`src/rtl/evr_stream_decoder.sv`:
```
// rtl/evr_stream_decoder.sv - EVR word-stream splitter: events, distributed bus, data-buffer frames
// Link qualification and code-error counting share the recovered ref_clk domain.
module evr_stream_decoder #(
    parameter int LINK_GOOD_WORDS = 256,
    parameter int MAX_BYTES       = 2048,
    parameter int ADDR_W          = 11
) (
    input  logic              ref_clk,
    input  logic              reset,
    input  logic [15:0]       rx_data,
    input  logic [1:0]        rx_charisk,
    input  logic [1:0]        rx_notintable,
    input  logic              rx_reset_done,
    input  logic              err_clr,
    output logic [7:0]        event_code,
    output logic              event_strobe,
    output logic [7:0]        dbus,
    output logic              buf_wr_en,
    output logic [ADDR_W-1:0] buf_wr_addr,
    output logic [7:0]        buf_wr_data,
    output logic              buf_done,
    output logic              buf_ok,
    output logic [ADDR_W-1:0] buf_len,
    output logic              link_up,
    output logic [15:0]       err_count
);
    localparam int GW = (LINK_GOOD_WORDS > 2) ? $clog2(LINK_GOOD_WORDS) : 1;
    // Index must reach MAX_BYTES+2 to detect overflow, so it may be wider than the RAM address.
    localparam int IW = $clog2(MAX_BYTES + 3);

    typedef enum logic {S_IDLE, S_RX} state_t;

    state_t          r_state;
    logic [GW-1:0]   r_good_cnt;
    logic            r_next_slot;
    logic [IW-1:0]   r_index;
    logic [15:0]     r_sum;
    logic [7:0]      r_b_prev;
    logic [7:0]      r_b_last;

    logic [7:0]      w_ev_byte;
    logic [7:0]      w_d_byte;
    logic            w_bad;
    logic            w_slot;
    logic [15:0]     w_payload;
    logic            w_ck_ok;

    assign w_ev_byte = rx_data[15:8];
    assign w_d_byte  = rx_data[7:0];
    assign w_bad     = (rx_notintable != 2'b00) || !rx_reset_done;
    assign w_slot    = (rx_charisk[1] && (w_ev_byte == 8'hBC)) ? 1'b0 : r_next_slot;
    assign w_payload = r_sum - {8'h00, r_b_prev} - {8'h00, r_b_last};
    assign w_ck_ok   = ((w_payload + {r_b_prev, r_b_last}) == 16'hFFFF);

    always_ff @(posedge ref_clk or posedge reset) begin
        if (reset) begin
            r_state      <= S_IDLE;
            r_good_cnt   <= '0;
            r_next_slot  <= 1'b0;
            r_index      <= '0;
            r_sum        <= '0;
            r_b_prev     <= '0;
            r_b_last     <= '0;
            event_code   <= '0;
            event_strobe <= 1'b0;
            dbus         <= '0;
            buf_wr_en    <= 1'b0;
            buf_wr_addr  <= '0;
            buf_wr_data  <= '0;
            buf_done     <= 1'b0;
            buf_ok       <= 1'b0;
            buf_len      <= '0;
            link_up      <= 1'b0;
            err_count    <= '0;
        end else begin
            event_strobe <= 1'b0;
            buf_wr_en    <= 1'b0;
            buf_done     <= 1'b0;

            if (w_bad) begin
                r_good_cnt <= '0;
                link_up    <= 1'b0;
            end else if (r_good_cnt == GW'(LINK_GOOD_WORDS - 1)) begin
                link_up    <= 1'b1;
            end else begin
                r_good_cnt <= r_good_cnt + 1'b1;
            end

            if (err_clr)
                err_count <= '0;
            else if ((rx_notintable != 2'b00) && (err_count != 16'hFFFF))
                err_count <= err_count + 16'd1;

            if (link_up && !rx_charisk[1] && (w_ev_byte != 8'h00) && !w_bad) begin
                event_strobe <= 1'b1;
                event_code   <= w_ev_byte;
            end

            r_next_slot <= ~w_slot;
            if (!w_slot && !rx_charisk[0] && link_up)
                dbus <= w_d_byte;

            case (r_state)
                S_IDLE: begin
                    if (w_slot && rx_charisk[0] && (w_d_byte == 8'h1C) && link_up && !w_bad) begin
                        r_state  <= S_RX;
                        r_index  <= '0;
                        r_sum    <= '0;
                        r_b_prev <= '0;
                        r_b_last <= '0;
                    end
                end
                S_RX: begin
                    if (w_bad || !link_up) begin
                        r_state  <= S_IDLE;
                        buf_done <= 1'b1;
                        buf_ok   <= 1'b0;
                        buf_len  <= '0;
                    end else if (w_slot) begin
                        if (!rx_charisk[0]) begin
                            if (r_index == IW'(MAX_BYTES + 2)) begin
                                r_state  <= S_IDLE;
                                buf_done <= 1'b1;
                                buf_ok   <= 1'b0;
                                buf_len  <= '0;
                            end else begin
                                buf_wr_en   <= 1'b1;
                                buf_wr_addr <= ADDR_W'(r_index);
                                buf_wr_data <= w_d_byte;
                                r_index     <= r_index + 1'b1;
                                r_sum       <= r_sum + {8'h00, w_d_byte};
                                r_b_prev    <= r_b_last;
                                r_b_last    <= w_d_byte;
                            end
                        end else if (w_d_byte == 8'h3C) begin
                            r_state  <= S_IDLE;
                            buf_done <= 1'b1;
                            if (r_index >= IW'(2)) begin
                                buf_len <= ADDR_W'(r_index - IW'(2));
                                buf_ok  <= w_ck_ok;
                            end else begin
                                buf_len <= '0;
                                buf_ok  <= 1'b0;
                            end
                        end else if (w_d_byte == 8'h1C) begin
                            r_index  <= '0;
                            r_sum    <= '0;
                            r_b_prev <= '0;
                            r_b_last <= '0;
                        end else begin
                            r_state  <= S_IDLE;
                            buf_done <= 1'b1;
                            buf_ok   <= 1'b0;
                            buf_len  <= '0;
                        end
                    end
                end
                default: r_state <= S_IDLE;
            endcase
        end
    end
endmodule

```
`config.mk`:
```
export PLATFORM = sky130hd
export DESIGN_NAME = evr_stream_decoder
export DESIGN_NICKNAME = d
export VERILOG_FILES = /design/src/rtl/evr_stream_decoder.sv
export SDC_FILE = /design/constraint.sdc
export NUM_CORES = 1
export LEC_CHECK = 0
export ABC_AREA = 1
export CORE_MARGIN = 4
export CORE_UTILIZATION = 50
export CTS_BUF_LIST = sky130_fd_sc_hd__clkbuf_2 sky130_fd_sc_hd__clkbuf_4 sky130_fd_sc_hd__clkbuf_8
export DETAILED_ROUTE_END_ITERATION = 10
export PLACE_DENSITY = 0.74
export SLEW_MARGIN = 40
export SYNTH_ARGS = -nofsm -noshare
export SYNTH_HDL_FRONTEND = slang
export SYNTH_SLANG_ARGS = --single-unit
```
`constraint.sdc`:
```
create_clock -name ref_clk -period 3.8 [get_ports ref_clk]
set_input_delay 0.76 -clock ref_clk [delete_from_list [all_inputs] [get_ports ref_clk]]
set_output_delay 0.76 -clock ref_clk [all_outputs]
set_load 0.01 [all_outputs]
```
# Yosys cells after proc, flatten, opt, wreduce, memory -nomap -nowiden
# Index checks and enable logic that the tools add are counted.
[totals]
register_bits = 121
out_inout_bits = 67
[classes]
add_sub_neg = 8
n_lt_le_gt_ge = 1
n_eq_ne = 15
muxes = 70
n_bitwise = 5
reduce_logical = 28
[ops]
columns = ["cell", "n"]
rows = [
  ["16-bit two-way mux", 9],
  ["8-bit two-way mux", 13],
  ["12-bit two-way mux", 7],
  ["11-bit two-way mux", 7],
  ["16-bit one-hot mux with 2 select lines", 1],
  ["8-bit one-hot mux with 2 select lines", 2],
  ["16-bit by 8-bit subtractor with 16-bit output", 2],
  ["1-bit two-way mux", 29],
  ["12-bit one-hot mux with 2 select lines", 1],
  ["16-bit by 1-bit adder with 16-bit output (second input constant)", 1],
  ["16-bit adder", 1],
  ["16-bit by 8-bit adder with 16-bit output", 1],
  ["16-bit == test (second input constant)", 1],
  ["8-bit == test (second input constant)", 2],
  ["16-bit != test (second input constant)", 1],
  ["12-bit by 1-bit adder with 12-bit output (second input constant)", 1],
  ["12-bit == test (second input constant)", 1],
  ["12-bit by 2-bit >= comparator with 1-bit output (second input constant)", 1],
  ["1-bit logical AND", 11],
  ["11-bit by 2-bit subtractor with 11-bit output (second input constant)", 1],
  ["8-bit by 1-bit adder with 8-bit output (second input constant)", 1],
  ["8-bit by 5-bit == test with 1-bit output (second input constant)", 1],
  ["8-bit by 6-bit == test with 1-bit output (second input constant)", 1],
  ["2-bit nonzero test", 4],
  ["14 further kinds", 27],
]

# Logic depth before layout (Yosys ltp)
# Gate-level depths: netlist of the first run.
[depth]
word_depth = 9
ltp_mapped = 20
mapped_depth_nobuf = 20

# Worst setup path before layout of the first run
# No wires, ideal clock.
[synth_path]
path_type = "register to register"
start = "register r_sum[0]"
end = "register buf_ok"
t_arrival_ps = 2814
required_ps = 3735
slack_ps = 921
stages_incl_launch_ff = 19
n_path_buf = 0
cell_sequence = "dfrtp_1 > fa_1 > inv_1 > fa_1 > inv_1 > ha_1 > inv_1 > fa_1 > inv_1 > nand3_1 > nand2_1 > nand2_1 > nand3b_1 > nand2_1 > nor2_1 > nand3_1 > nor2_1 > nand3_1 > nand2_1"
[synth_via]
elab_chain_len = 9
[synth_lines]
columns = ["element", "line", "text"]
rows = [
  ["from (decl)", "37", "logic [15:0] r_sum;"],
  ["from (signal assigned)", "131", "r_sum <= r_sum + {8'h00, w_d_byte};"],
  ["16-bit by 8-bit subtractor with 16-bit output (2 in series)", "52", "assign w_payload = r_sum - {8'h00, r_b_prev} - {8'h00, r_b_last};"],
  ["16-bit adder", "53", "assign w_ck_ok = ((w_payload + {r_b_prev, r_b_last}) == 16'hFFFF);"],
  ["16-bit == test", "53", ""],
  ["1-bit two-way mux", "138", "if (r_index >= IW'(2)) begin"],
  ["1-bit two-way mux", "135", "end else if (w_d_byte == 8'h3C) begin"],
  ["1-bit two-way mux", "120", "if (!rx_charisk[0]) begin"],
  ["1-bit two-way mux", "119", "end else if (w_slot) begin"],
  ["1-bit two-way mux", "114", "if (w_bad || !link_up) begin"],
  ["to (signal assigned)", "140", "buf_ok <= w_ck_ok;"],
  ["to (decl)", "22", "output logic buf_ok,"],
]
# No other way between the ends. The select of a mux whose other input is x is not followed.
# A chain may end at the register's enable or synchronous reset.

# Worst setup path after layout of the first run
[layout_path]
start = "register r_b_prev[0]"
end = "register buf_ok"
[layout_via]
elab_chain_len = 9
[layout_lines]
columns = ["element", "line", "text"]
rows = [
  ["from (decl)", "38", "logic [7:0] r_b_prev;"],
  ["from (signal assigned)", "132", "r_b_prev <= r_b_last;"],
  ["16-bit by 8-bit subtractor with 16-bit output (2 in series)", "52", ""],
  ["16-bit adder (*)", "53", ""],
  ["16-bit == test (*)", "53", ""],
  ["1-bit two-way mux (*)", "138", ""],
  ["1-bit two-way mux (*)", "135", ""],
  ["1-bit two-way mux (*)", "120", ""],
  ["1-bit two-way mux (*)", "119", ""],
  ["1-bit two-way mux (*)", "114", ""],
]
# Every way passes the cells marked *; elsewhere a longest branch is shown, timed or not. The select of a mux whose other input is x is not followed.

==> impl_metrics.ini, run 1 <==
[outcome]
status = finished clean

[logic_synthesis]
synthArstFlopShare = 1.00
syn_inst = 1044
synth-main-ff-cell = dfrtp_1
syn-cell-area_mm2 = 0.00797
ys_types = 46
ys_ff_latch = 121
yosys_warnings = 0
ys_seq_area_frac = 0.380
syn_nets = 1121
synth_edf_count = 0
synth_area_per_cell_um2 = 7.63

[power_and_ir_drop]
p_per_area_mw_per_mm2 = 282
power.total_uw = 2670
peakVddDrop_uv = 244
p_leak_uw = 0.00468

[drt]
drt_pass1_iterations = 6
routed_via_density = 5.23
wl_per_cell_um = 14.6
ant_nets = 0
vias = 7114
first_iter_violations = 449
wirelength_um = 19800
drc = 0

[cells_and_area]
area_growth_pct = 18.9
drive_above_1_share = 0.0791
multi_input_area_mm2 = 0.00417
n_antenna_cell = 0
fillers = 1432
seqCellArea_mm2 = 0.00303
layout.nets = 1214

[global_route]
grt_max_degree = 122
grt_pass1_wl_um = 33500
overflow = 0
grt_use_total = 0.229
antenna_found_initial = 0
grt_pass1_vias = 6875

[sta]
slew_viol_final = 0
hold_ws_ps = 470
setup_tns_ps = 0
layout_min_cycle_time_ps = 3120
rsz0062_at_grt = false
max_slew_margin = 0.577
finalHoldViolations = 0
period_share = 0.822
timing.fmax_mhz = 320
skew_ps = 10.6
worstMarginPinSlew_ps = 635
setup_slack_ps = 675
final-setup-viol-count = 0

[clock_network]
holdBufCountCts = 0
cts_tree = done
cts_buffers = 17
cts_setup_buffers = 0
clk_path_buf_depth = 2
insertion_delay_ps = 460
root_buffer = clkbuf_8
htreeDepth = 4
cts_sinks = 121
cts-resized-gates = 0
cts.clk_slew.worst_paths_ps = 80

[floorplan]
core.rowCount = 45
initial_core_util = 0.516
core-area_mm2 = 0.0154
pin_count = 91
dieWidth_um = 134
die_area_mm2 = 0.0180
die_h_um = 134

[placed_design]
dp_slack_ps = 678
place.gp.congestion = 0.922
portBuffers = 90
place_hpwl_um = 14900

[setup_path]
r2r_slack_ps = 680
cp-start-kind = flop
path_class = flop to flop
required_ps = 4200
crit_arrival_ps = 3530
cp-end-kind = flop
worst-path-max-fanout = 4

[run]
cap_violations = 0

[worst_hold_path]
min_path_type = flop to flop
[power by group]
part / total, µW / switching [µW] / internal (µW) / leakage (µW)
registers: 1300 / 4.00 / 1290 / 0.00154
logic: 128 / 83.0 / 44.9 / 0.00293
clock network: 1250 / 562 / 688 / 0.000205
[cells in the mapped netlist, types with 3 or more instances]
library cell / n / area share
buf_2: 5 / 0.0031
inv_1: 154 / 0.073
xor2_1: 17 / 0.019
nand2_1: 291 / 0.14
a31oi_1: 4 / 0.0031
ha_1: 36 / 0.057
nor3b_1: 3 / 0.0028
a21oi_1: 27 / 0.017
buf_6: 3 / 0.0042
nor4_1: 10 / 0.0079
o22ai_2: 16 / 0.025
clkbuf_1: 7 / 0.0033
o21ai_2: 12 / 0.013
nand3b_1: 7 / 0.0066
buf_4: 4 / 0.0038
nor3_1: 26 / 0.016
o21ai_0: 62 / 0.039
o21ai_1: 8 / 0.0050
o31ai_1: 3 / 0.0028
nand3_2: 3 / 0.0038
dfrtp_1: 121 / 0.38
fa_1: 17 / 0.043
nor2_1: 85 / 0.040
xnor2_1: 3 / 0.0033
nand4_1: 23 / 0.018
nand3_1: 64 / 0.040
inv_2: 7 / 0.0033
nand2_2: 5 / 0.0039
[worst paths after layout]
check / cells past startpoint / startpoint / to
worst max-delay path: 19 / r_b_prev[0] / buf_ok
worst min-delay path: 2 / event_code[4] / event_code[4]
worst max register to register: 19 / r_b_prev[0] / buf_ok
worst min register to register: 2 / event_code[4] / event_code[4]
max in group asynchronous: 3 / reset / r_index[2]
min in group asynchronous: 3 / reset / r_good_cnt[0]
[registers in the layout, summed over array words and instances, names as in the netlist, 8 cells and up]
| signal | count |
|---|---|
| dbus | 8 |
| event_code | 8 |
| r_index | 12 |
| buf_wr_addr | 11 |
| r_b_last | 8 |
| buf_wr_data | 8 |
| buf_len | 11 |
| r_b_prev | 8 |
| err_count | 16 |
| r_good_cnt | 8 |
| r_sum | 16 |
[per-stage QoR]
stage,utilization,area [µm²],std cells
global placement,0.586,9040,1329
finish,0.614,9470,1361
global route,0.614,9470,1361
CTS,0.614,9470,1361
floorplan,-,7970,1044
detailed placement,0.586,9040,1329
[logic make-up (layout without fill, tap and decap cells)]
family / Yosys count / count (layout) / synth area share
AND/OR/NAND/NOR: 526 / 526 / 0.288
flip-flops: 121 / 121 / 0.380
buffers and inverters: 185 / 291 / 0.0968
AO/OA/AOI/OAI: 139 / 139 / 0.114
XOR/XNOR: 20 / 20 / 0.0220
adder cells (fa/ha/maj): 53 / 53 / 0.0993
[routing by layer]
metal  routed length, µm  track usage
met5                   0            0
met4                 438       0.0803
met3                1120       0.0503
met2                9360        0.366
met1                8890        0.309
[worst max-delay path, stage by stage (launching register included)]
cell and delay (ps):
dfrtp_1 370, inv_1 170, fa_1 440, inv_1 70, fa_1 400, inv_1 70, ha_1 180, inv_1 60
fa_1 370, inv_1 120, nand3_1 110, nand2_1 120, nand2_1 50, nand2_1 50, nand3_1 70, nor2_1 110
nand3_1 80, nor2_1 80, nand3_1 80, nand2_1 60
[placed cells by master, fill, tap and decap left out, types with 2 or more instances in the layout]
master           instances
inv_1                  153
nor3_1                  26
a211oi_1                 2
nor2_1                  85
nor3b_1                  3
clkinv_4                 3
nand2_1                290
buf_4                    4
nand3b_1                 7
xor2_1                  17
clkbuf_8                19
clkinvlp_4               5
o22ai_2                 16
inv_4                    2
a21oi_1                 27
bufinv_16                3
and2_1                   2
xnor2_1                  3
nor4_1                  10
nand3_1                 64
o21ai_1                  8
inv_2                    7
fa_1                    17
inv_6                    2
o21ai_2                 12
nand4_1                 23
o31ai_1                  3
clkdlybuf4s50_1         90
ha_1                    36
nand3_2                  3
a31oi_1                  4
nand2_2                  6
dfrtp_1                121
o21ai_0                 62
[layout make-up]
cell class | instances | share of cell area
Inverter | 164 | 0.0660
Tap cell | 211 | 0.0279
Sequential cell | 121 | 0.320
Clock buffer | 19 | 0.0276
Multi-Input combinational cell | 738 | 0.440
Clock inverter | 13 | 0.0178
Timing Repair Buffer | 95 | 0.100
Note: power is estimated with default switching activity, not from simulation.
==> run 2, diff against run 1 <==
==> constraint.sdc (replaced) <==
create_clock -name ref_clk -period 2.6 [get_ports ref_clk]
set_input_delay 0.52 -clock ref_clk [delete_from_list [all_inputs] [get_ports ref_clk]]
set_output_delay 0.52 -clock ref_clk [all_outputs]
set_load 0.01 [all_outputs]
==> run 2 against run 1 <==
Effect of this change:
- the flow now finishes with violations (setup timing)
- total power grew 47%
- cell count grew 4.8%
- combinational power grew 60%
- largest cell class unchanged
- largest power group unchanged
==> impl_metrics.ini, run 2 (same netlist as run 1, synthesis figures left out) <==
[placed_design]
dp_slack_ps = -411
place.gp.congestion = 0.915
place_hpwl_um = 15400
portBuffers = 90
place_inst = 1393
placed_cell_area_mm2 = 0.00957

[drt]
wirelength_um = 20300
first_iter_violations = 413
drc = 0
routed_via_density = 5.14
ant_nets = 0
vias = 7325
wl_per_cell_um = 14.2
drt_pass1_iterations = 5

[worst_hold_path]
min_path_type = primary input to asynchronous set/reset pin

[sta]
setup_slack_ps = -420
finalHoldViolations = 0
max_slew_margin = 0.649
period_share = 1.16
slew_viol_final = 0
worstMarginPinSlew_ps = 525
rsz0062_at_grt = true
final-setup-viol-count = 1
skew_ps = 9.54
layout_min_cycle_time_ps = 3020
timing.fmax_mhz = 331

[clock_network]
cts_sinks = 121
cts_tree = done
root_buffer = clkbuf_8
insertion_delay_ps = 450
htreeDepth = 4
holdBufCountCts = 0
cts_buffers = 17
clk_path_buf_depth = 2
cts.clk_slew.worst_paths_ps = 80

[setup_path]
r2r-end = buf_ok
slowest_stage = fa_1
path_cells = inv_1 > fa_1 > inv_1 > fa_1 > inv_1 > ha_2 > inv_2 > fa_2 > inv_2 > nand3_2 > nand2_2 > nand2_1 > nand2_1 > nand3_1 > nor2_1 > nand3_1 > nor2_1 > nand3_1 > nand2_1
path_class = flop to flop
cp-start-kind = flop
worst-path-max-fanout = 4
slowest_delay_ps = 550
regToRegStartpoint = r_b_prev[0]
crit_arrival_ps = 3410
reg2regPathDepth = 19
cp_num_buf_inv = 5
r2r_slack_ps = -420
cp-end-kind = flop
crit_family = adder cells
required_ps = 2990

[global_route]
antenna_found_initial = 0
grt_use_total = 0.234
grt_pass1_wl_um = 33900
overflow = 0
grt_pass1_vias = 7033
grt_max_degree = 61

[outcome]
violations = setup timing
status = finished with violations

[power_and_ir_drop]
p_leak_uw = 0.00503
peakVddDrop_uv = 384
p_per_area_mw_per_mm2 = 391
power.total_uw = 3920

[floorplan]
core.rowCount = 45
core-area_mm2 = 0.0154
die_h_um = 134
pin_count = 91
dieWidth_um = 134
die_area_mm2 = 0.0180
initial_core_util = 0.516

[cells_and_area]
mostFrequentLayoutCells = 289 x nand2_1, 151 x inv_1, 121 x dfrtp_1, 90 x clkdlybuf4s50_1, 85 x nor2_1
n_antenna_cell = 0
final_cells = 1426
reg_top3 = err_count (16), r_sum (16), r_index (12)
area_growth_pct = 25.9
final_common_cell = nand2_1
drive_above_1_share = 0.137
postLayoutCellArea_mm2 = 0.0100
layout.nets = 1279

[run]
cap_violations = 0
-- run 2: changes by cell type in the layout (fill, tap and decap cells not counted), sizes merged --
cell	delta
inv	-1
clkinv	+2
buf	+65
clkinvlp	-3
clkbuf	+2
-- run 2: final cells by class --
type	count	area, µm²
multi-input combinational	738	4200
clock buffer	21	283
tap	211	264
timing repair buffer	160	1490
inverter	164	624
clock inverter	11	144
fill	1357	5400
sequential	121	3030
-- run 2: worst max-delay path by stage --
stage | start | end | slack (ps) | depth (start not counted)
2_1_floorplan | r_sum[0] | buf_ok | -220 | 16
3_3_place_gp | r_sum[0] | buf_ok | -330 | 16
3_5_place_dp | r_sum[0] | buf_ok | -410 | 16
4_1_cts | r_b_last[0] | buf_ok | -410 | 17
5_1_grt | r_b_prev[0] | buf_ok | -580 | 19
6_report | r_b_prev[0] | buf_ok | -420 | 19
-- run 2: stage by stage --
step	TNS [ps]	hold WS, ps	utilization
floorplan	-219	451	-
global route	-578	339	0.650
global placement	-333	454	0.620
CTS	-415	319	0.649
detailed placement	-411	464	0.620
finish	-420	330	0.650
-- run 2: layer usage --
layer	wire length, µm	vias to the layer above	global-route usage	share of wire
met1	9220	3438	0.309	0.46
met5	0	-	0	0
met4	350	0	0.0673	0.017
li1	-	3677	-	-
met2	9720	177	0.389	0.48
met3	962	33	0.0533	0.047
-- run 2: report_power, final --
| group | total (µW) | switching, µW | internal, µW |
|---|---|---|---|
| Clock | 1820 | 788 | 1030 |
| Combinational | 205 | 128 | 76.6 |
| Sequential | 1890 | 5.80 | 1890 |
-- run 2: what timing repair did --
item / 4_1_cts / 5_1_grt
setup buffers: 1 / 0
endpoints found under the setup margin: 1 / 1
pin swaps: 2 / 3
cloned: 0 / 0
gates resized for setup: 2 / 4
-- run 2: worst register-to-register path: stages (launching register included) --
cell and delay (ps):
dfrtp_1 330, inv_1 70, fa_1 550, inv_1 60
fa_1 430, inv_1 70, ha_2 180, inv_2 40
fa_2 350, inv_2 100, nand3_2 90, nand2_2 100
nand2_1 60, nand2_1 50, nand3_1 70, nor2_1 110
nand3_1 90, nor2_1 90, nand3_1 70, nand2_1 60
